==> src/rtl/cla_seq_adder_pkg.sv <==
// rtl/cla_seq_adder_pkg.sv - shared state encodings and default widths for the sequential CLA adder
package cla_seq_adder_pkg;

  localparam int DEF_N = 32;
  localparam int DEF_M = 8;

  typedef enum logic [1:0] {
    ST_IDLE = 2'b00,
    ST_RUN  = 2'b01,
    ST_DONE = 2'b10
  } state_e;

endpackage

==> src/rtl/cla_slice_mb.sv <==
// rtl/cla_slice_mb.sv - combinational M-bit carry-lookahead slice
module cla_slice_mb #(
  parameter int M = 8
) (
  input  logic [M-1:0] a,
  input  logic [M-1:0] b,
  input  logic         c_in,
  output logic [M-1:0] s,
  output logic         c_out,
  output logic         c_msb
);

  logic [M-1:0] g;
  logic [M-1:0] p;
  logic [M:0]   c;
  logic         grp_g;
  logic         grp_p;

  assign g = a & b;
  assign p = a ^ b;

  // Each carry is formed from the group generate/propagate of bits i..0 and c_in,
  // so no carry depends on another computed carry.
  always_comb begin
    c     = '0;
    grp_g = 1'b0;
    grp_p = 1'b0;
    c[0]  = c_in;
    for (int i = 0; i < M; i++) begin
      grp_g = g[i];
      grp_p = p[i];
      for (int j = i - 1; j >= 0; j--) begin
        grp_g = grp_g | (grp_p & g[j]);
        grp_p = grp_p & p[j];
      end
      c[i+1] = grp_g | (grp_p & c_in);
    end
  end

  assign s     = p ^ c[M-1:0];
  assign c_out = c[M];
  assign c_msb = c[M-1];

endmodule

==> src/rtl/cla_seq_adder.sv <==
// rtl/cla_seq_adder.sv - multi-cycle N-bit add/subtract reusing one M-bit CLA slice
module cla_seq_adder
  import cla_seq_adder_pkg::*;
#(
  parameter int N = DEF_N,
  parameter int M = DEF_M
) (
  input  logic         clk,
  input  logic         rst,
  input  logic         start,
  input  logic         sub,
  input  logic [N-1:0] a,
  input  logic [N-1:0] b,
  input  logic         c_in,
  output logic         ready,
  output logic         done,
  output logic [N-1:0] sum,
  output logic         c_out,
  output logic         ofl,
  output logic         zero
);

  localparam int NCHUNK = N / M;
  localparam int IDXW   = (NCHUNK > 1) ? $clog2(NCHUNK) : 1;
  localparam logic [IDXW-1:0] LAST_IDX = IDXW'(NCHUNK - 1);

  state_e          state_q, state_d;
  logic [N-1:0]    opa_q, opa_d;
  logic [N-1:0]    opb_q, opb_d;
  logic [N-1:0]    sum_q, sum_d;
  logic            carry_q, carry_d;
  logic            c_out_q, c_out_d;
  logic            ofl_q, ofl_d;
  logic            zero_q, zero_d;
  logic [IDXW-1:0] idx_q, idx_d;

  logic [M-1:0]    sl_a, sl_b, sl_s;
  logic            sl_cout, sl_cmsb;

  assign sl_a = opa_q[idx_q*M +: M];
  assign sl_b = opb_q[idx_q*M +: M];

  cla_slice_mb #(.M(M)) u_slice (
    .a     (sl_a),
    .b     (sl_b),
    .c_in  (carry_q),
    .s     (sl_s),
    .c_out (sl_cout),
    .c_msb (sl_cmsb)
  );

  always_comb begin
    state_d = state_q;
    opa_d   = opa_q;
    opb_d   = opb_q;
    sum_d   = sum_q;
    carry_d = carry_q;
    c_out_d = c_out_q;
    ofl_d   = ofl_q;
    zero_d  = zero_q;
    idx_d   = idx_q;
    case (state_q)
      ST_IDLE, ST_DONE: begin
        if (start) begin
          // Subtract is A + ~B + 1, so the inversion and forced carry happen at accept.
          state_d = ST_RUN;
          opa_d   = a;
          opb_d   = sub ? ~b : b;
          carry_d = sub | c_in;
          idx_d   = '0;
          sum_d   = '0;
          c_out_d = 1'b0;
          ofl_d   = 1'b0;
          zero_d  = 1'b0;
        end else if (state_q == ST_DONE) begin
          state_d = ST_IDLE;
        end
      end
      ST_RUN: begin
        sum_d[idx_q*M +: M] = sl_s;
        carry_d             = sl_cout;
        if (idx_q == LAST_IDX) begin
          state_d = ST_DONE;
          idx_d   = '0;
          c_out_d = sl_cout;
          ofl_d   = sl_cmsb ^ sl_cout;
          zero_d  = (sum_d == '0);
        end else begin
          idx_d = idx_q + 1'b1;
        end
      end
      default: state_d = ST_IDLE;
    endcase
  end

  always_ff @(posedge clk) begin
    if (rst) begin
      state_q <= ST_IDLE;
      opa_q   <= '0;
      opb_q   <= '0;
      sum_q   <= '0;
      carry_q <= 1'b0;
      c_out_q <= 1'b0;
      ofl_q   <= 1'b0;
      zero_q  <= 1'b0;
      idx_q   <= '0;
    end else begin
      state_q <= state_d;
      opa_q   <= opa_d;
      opb_q   <= opb_d;
      sum_q   <= sum_d;
      carry_q <= carry_d;
      c_out_q <= c_out_d;
      ofl_q   <= ofl_d;
      zero_q  <= zero_d;
      idx_q   <= idx_d;
    end
  end

  assign ready = (state_q == ST_IDLE) || (state_q == ST_DONE);
  assign done  = (state_q == ST_DONE);
  assign sum   = sum_q;
  assign c_out = c_out_q;
  assign ofl   = ofl_q;
  assign zero  = zero_q;

endmodule

==> config.mk <==
export PLATFORM = sky130hd
export DESIGN_NAME = cla_seq_adder
export DESIGN_NICKNAME = d
export VERILOG_FILES = /design/src/rtl/cla_seq_adder_pkg.sv /design/src/rtl/cla_slice_mb.sv /design/src/rtl/cla_seq_adder.sv
export SDC_FILE = /design/constraint.sdc
export NUM_CORES = 1
export LEC_CHECK = 0
export CORE_ASPECT_RATIO = 1.25
export CORE_MARGIN = 5
export CORE_UTILIZATION = 46
export DETAILED_ROUTE_END_ITERATION = 16
export HOLD_SLACK_MARGIN = 0.1
export PLACE_DENSITY_LB_ADDON = 0.1
export SLEW_MARGIN = 20
export SYNTH_ARGS = -nofsm -noshare
export SYNTH_HDL_FRONTEND = slang
export SYNTH_SLANG_ARGS = --single-unit
==> constraint.sdc <==
create_clock -name clk -period 3.4 [get_ports clk]
set_input_delay 0.68 -clock clk [delete_from_list [all_inputs] [get_ports clk]]
set_output_delay 0.68 -clock clk [all_outputs]
set_load 0.05 [all_outputs]
==> key figures <==
Place
  – Post-DP HPWL: 10500 µm
  – Post-Place Cell Area: 0.006128 mm²
  – Inst Count DP: 771
  – GP Congestion: 0.9956
  – Number of port buffers: 105
  – Placement Setup Slack: 0.2245 ns

Synthesis
  – Mapped Cells: 557
  – Post-synth top cells: dfxtp_1 (104), nor2_1 (84), nand2_1 (76)
  – Seq/Total Area, Yosys: 42.06%
  – Async S/R FF share, synth: 0%
  – Post-synth EDFFs: 0
  – Synthesized area: 0.004950 mm²
  – Synth top area share: 42.06%
  – Mean post-synth cell area: 8.886 µm²
  – Area contributors post-synth: dfxtp_1 (42%), mux4_2 (7.3%), nor2_1 (6.4%)
  – Most numerous cell in the Yosys netlist: dfxtp_1
  – Register bit total from synthesis: 104
  – Post-synth net total: 642
  – Synth warnings: 0
  – Synth area leader: dfxtp_1
  – Top FF cell, synth: dfxtp_1
  – Cell variety after synth: 49

Floorplanning
  – Die X: 102.8 µm
  – Initial Utilization: 46.86%
  – DIE AREA: 0.01295 mm²
  – Core area: 0.01056 mm²
  – # rows: 42
  – Die Span Y: 126.0 µm
  – # IOs: 106

Min path
  – Min-Delay Path Class: flop to flop

Layout
  – Antenna fix cells: 0
  – Area of the multi-input gates: 0.002703 mm²
  – Fillers: 959
  – Sequential Area: 0.002082 mm²
  – Area delta synth->final: 30.36%
  – Fin cells: 787
  – Fraction of layout instances using a drive strength above 1: 8.550%
  – Final nets: 735
  – Final core utilization: 61.09%
  – Design Area, Final: 0.006452 mm²

Global route
  – Vias in the first global route: 4334
  – First-pass GRT wire length: 22160 µm
  – Global route overflow: 0
  – GR Util All Layers: 21.77%
  – Initial antenna violation count: 0
  – Largest net degree at the start of global routing: 66

Clocking
  – CTS buffer count: 9
  – Clock latency on the worst-skew pair: 0.34 ns
  – CTS tree: built
  – Post-CTS setup buffer count: 0
  – H-Tree Depth: 3
  – CTS sink cnt: 104
  – Hold_buf cts: 0
  – Worst-path clk slew: 0.07 ns
  – CTS Buffer Depth: 2
  – CTS root buf: clkbuf_16

Timing
  – Peak Freq: 310.0 MHz
  – RSZ-0062 raised after global routing: no
  – Final worst-path cycle share: 94.89%
  – Final hold vios: 0
  – Pins Over Slew Limit: 0
  – Final worst setup slack: 0.1738 ns
  – Worst-Margin Slew: 0.8709 ns
  – Setup TNS: 0 ns
  – Final Critical Period: 3.226 ns
  – Setup Viol. Count Final: 0
  – Relative slew slack: 41.94%
  – Worst Skew: 0.007823 ns

Routing
  – DR WL/cell: 17.41 µm
  – Via-per-instance ratio: 5.508
  – Initial DRT Pass Iterations: 4
  – Starting DRT DRC Count: 207
  – Post-DRT Antenna Nets: 0
  – Routed WL: 13700 µm
  – Remaining DRCs: 0
  – Vias: 4335

Setup path
  – Slowest cell delay on critical path: 0.60 ns
  – Critical path's slowest cell: fa_1
  – Worst path top cell family by delay: simple AND/OR/NAND/NOR gates
  – Critical Path Fanout Max: 5
  – Buffers & Inverters on Critical Path: 0
  – Crit path cell chain: mux4_2, fa_1, nor3b_2, mux2_4, or4_4, nor4_2, o2111ai_1, o21ai_1
  – WS Path Type: flop to flop
  – Crit end category: flop
  – Critical Path RT: 3.67 ns
  – Startpoint Class: flop
  – Arrival time of the worst setup path: 3.50 ns

Power and ir drop
  – Worst VDD drop: 246.3 µV
  – Power Density: 471.3 mW/mm²
  – Leak Pwr: 2.302 nW

Run status
  – Outcome: finished clean

Job
  – Total of max-cap violations: 0
[routing by layer]
metal,up-vias,track usage (%),part of all wire (%)
li1,2152,-,-
met1,2043,27.20,42
met2,111,36.65,51
met3,29,3.485,4.2
met4,0,9.375,3.2
met5,-,0,0
[placed cells by master (no fill, tap or decap), types with 2 or more instances in the layout]
| master | Yosys | routed |
|---|---|---|
| inv_1 | 8 | 8 |
| mux4_2 | 16 | 16 |
| a21oi_1 | 47 | 47 |
| nor2b_1 | 4 | 3 |
| a31oi_1 | 2 | 2 |
| o21ai_0 | 8 | 8 |
| o22ai_1 | 2 | 2 |
| o2111ai_1 | 2 | 2 |
| dfxtp_1 | 104 | 104 |
| a22oi_1 | 32 | 32 |
| clkbuf_16 | 0 | 9 |
| nand2b_1 | 3 | 3 |
| clkdlybuf4s50_1 | 0 | 103 |
| nor3_1 | 5 | 5 |
| nor2_1 | 84 | 84 |
| and2_1 | 3 | 3 |
| nor4_1 | 4 | 4 |
| nand2_1 | 76 | 76 |
| o21ai_1 | 3 | 3 |
| a211oi_1 | 34 | 34 |
| nand3_1 | 5 | 5 |
| buf_4 | 0 | 14 |
| o21bai_1 | 2 | 2 |
| clkinvlp_4 | 0 | 3 |
| bufinv_16 | 0 | 2 |
| xor2_1 | 2 | 2 |
| ha_1 | 15 | 15 |
| xnor2_1 | 36 | 36 |
[worst reg2reg max path, cell delays in order (launching register included)]
cell	delay [ns]
dfxtp_1	0.43
mux4_2	0.57
fa_1	0.60
nor3b_2	0.21
mux2_4	0.27
or4_4	0.54
nor4_2	0.26
o2111ai_1	0.17
o21ai_1	0.13
[cells by family (layout without fill, tap and decap cells)]
| group | Yosys count | in the layout | synth area share (%) |
|---|---|---|---|
| and+or+nand+nor | 198 | 198 | 17.64 |
| AOI/OAI and AO/OA | 137 | 137 | 17.87 |
| adders and majority gates | 16 | 16 | 4.196 |
| buffers and inverters | 45 | 143 | 3.488 |
| muxes | 19 | 19 | 8.013 |
| DFF | 104 | 104 | 42.06 |
| xor gates and xnor gates | 38 | 38 | 6.724 |
[path summary, 6_finish.rpt]
path	slack, ns	cells past startpoint	start	end
worst max-delay path	0.17	8	idx_q[0]	zero
worst min register to register	0.46	2	opa_q[16]	opa_q[16]
worst max register to register	0.17	8	idx_q[0]	zero
worst min-delay path	0.46	2	opa_q[16]	opa_q[16]
[where the power goes]
group          leakage (nW)  total, mW  switching, mW  internal [mW]
registers             0.851       1.33         0.0424           1.28
logic                  1.31      0.605          0.330          0.275
clock network         0.145       1.11          0.461          0.648
total                  2.30       3.04          0.834           2.21
[state kept, by name, summed over array words and instances (netlist names)]
signal,cells
zero,1
opa_q,32
idx_q,2
c_out,1
carry_q,1
ofl,1
sum,32
opb_q,32
state_q,2
[layout make-up]
class | count | area share, %
tap | 132 | 2.560
sequential | 104 | 32.27
clock buffer | 10 | 3.549
timing repair buffer | 119 | 17.86
multi-input combinational | 408 | 41.88
clock inverter | 6 | 1.416
inverter | 8 | 0.4654
[through the flow]
step                power (mW)  hold slack, ns
floorplan                1.718          0.4331
global placement         1.949          0.4441
detailed placement       1.956          0.4493
CTS                      3.058          0.4594
global route             3.172          0.4775
finish                   3.041          0.4561
[what timing repair did]
item | 4_1_cts | 5_1_grt
resized for setup | 0 | 1
endpoints found under the setup margin | 0 | 1
endpoints found under the hold margin | 0 | 0
(Power assumes the default switching activity.)
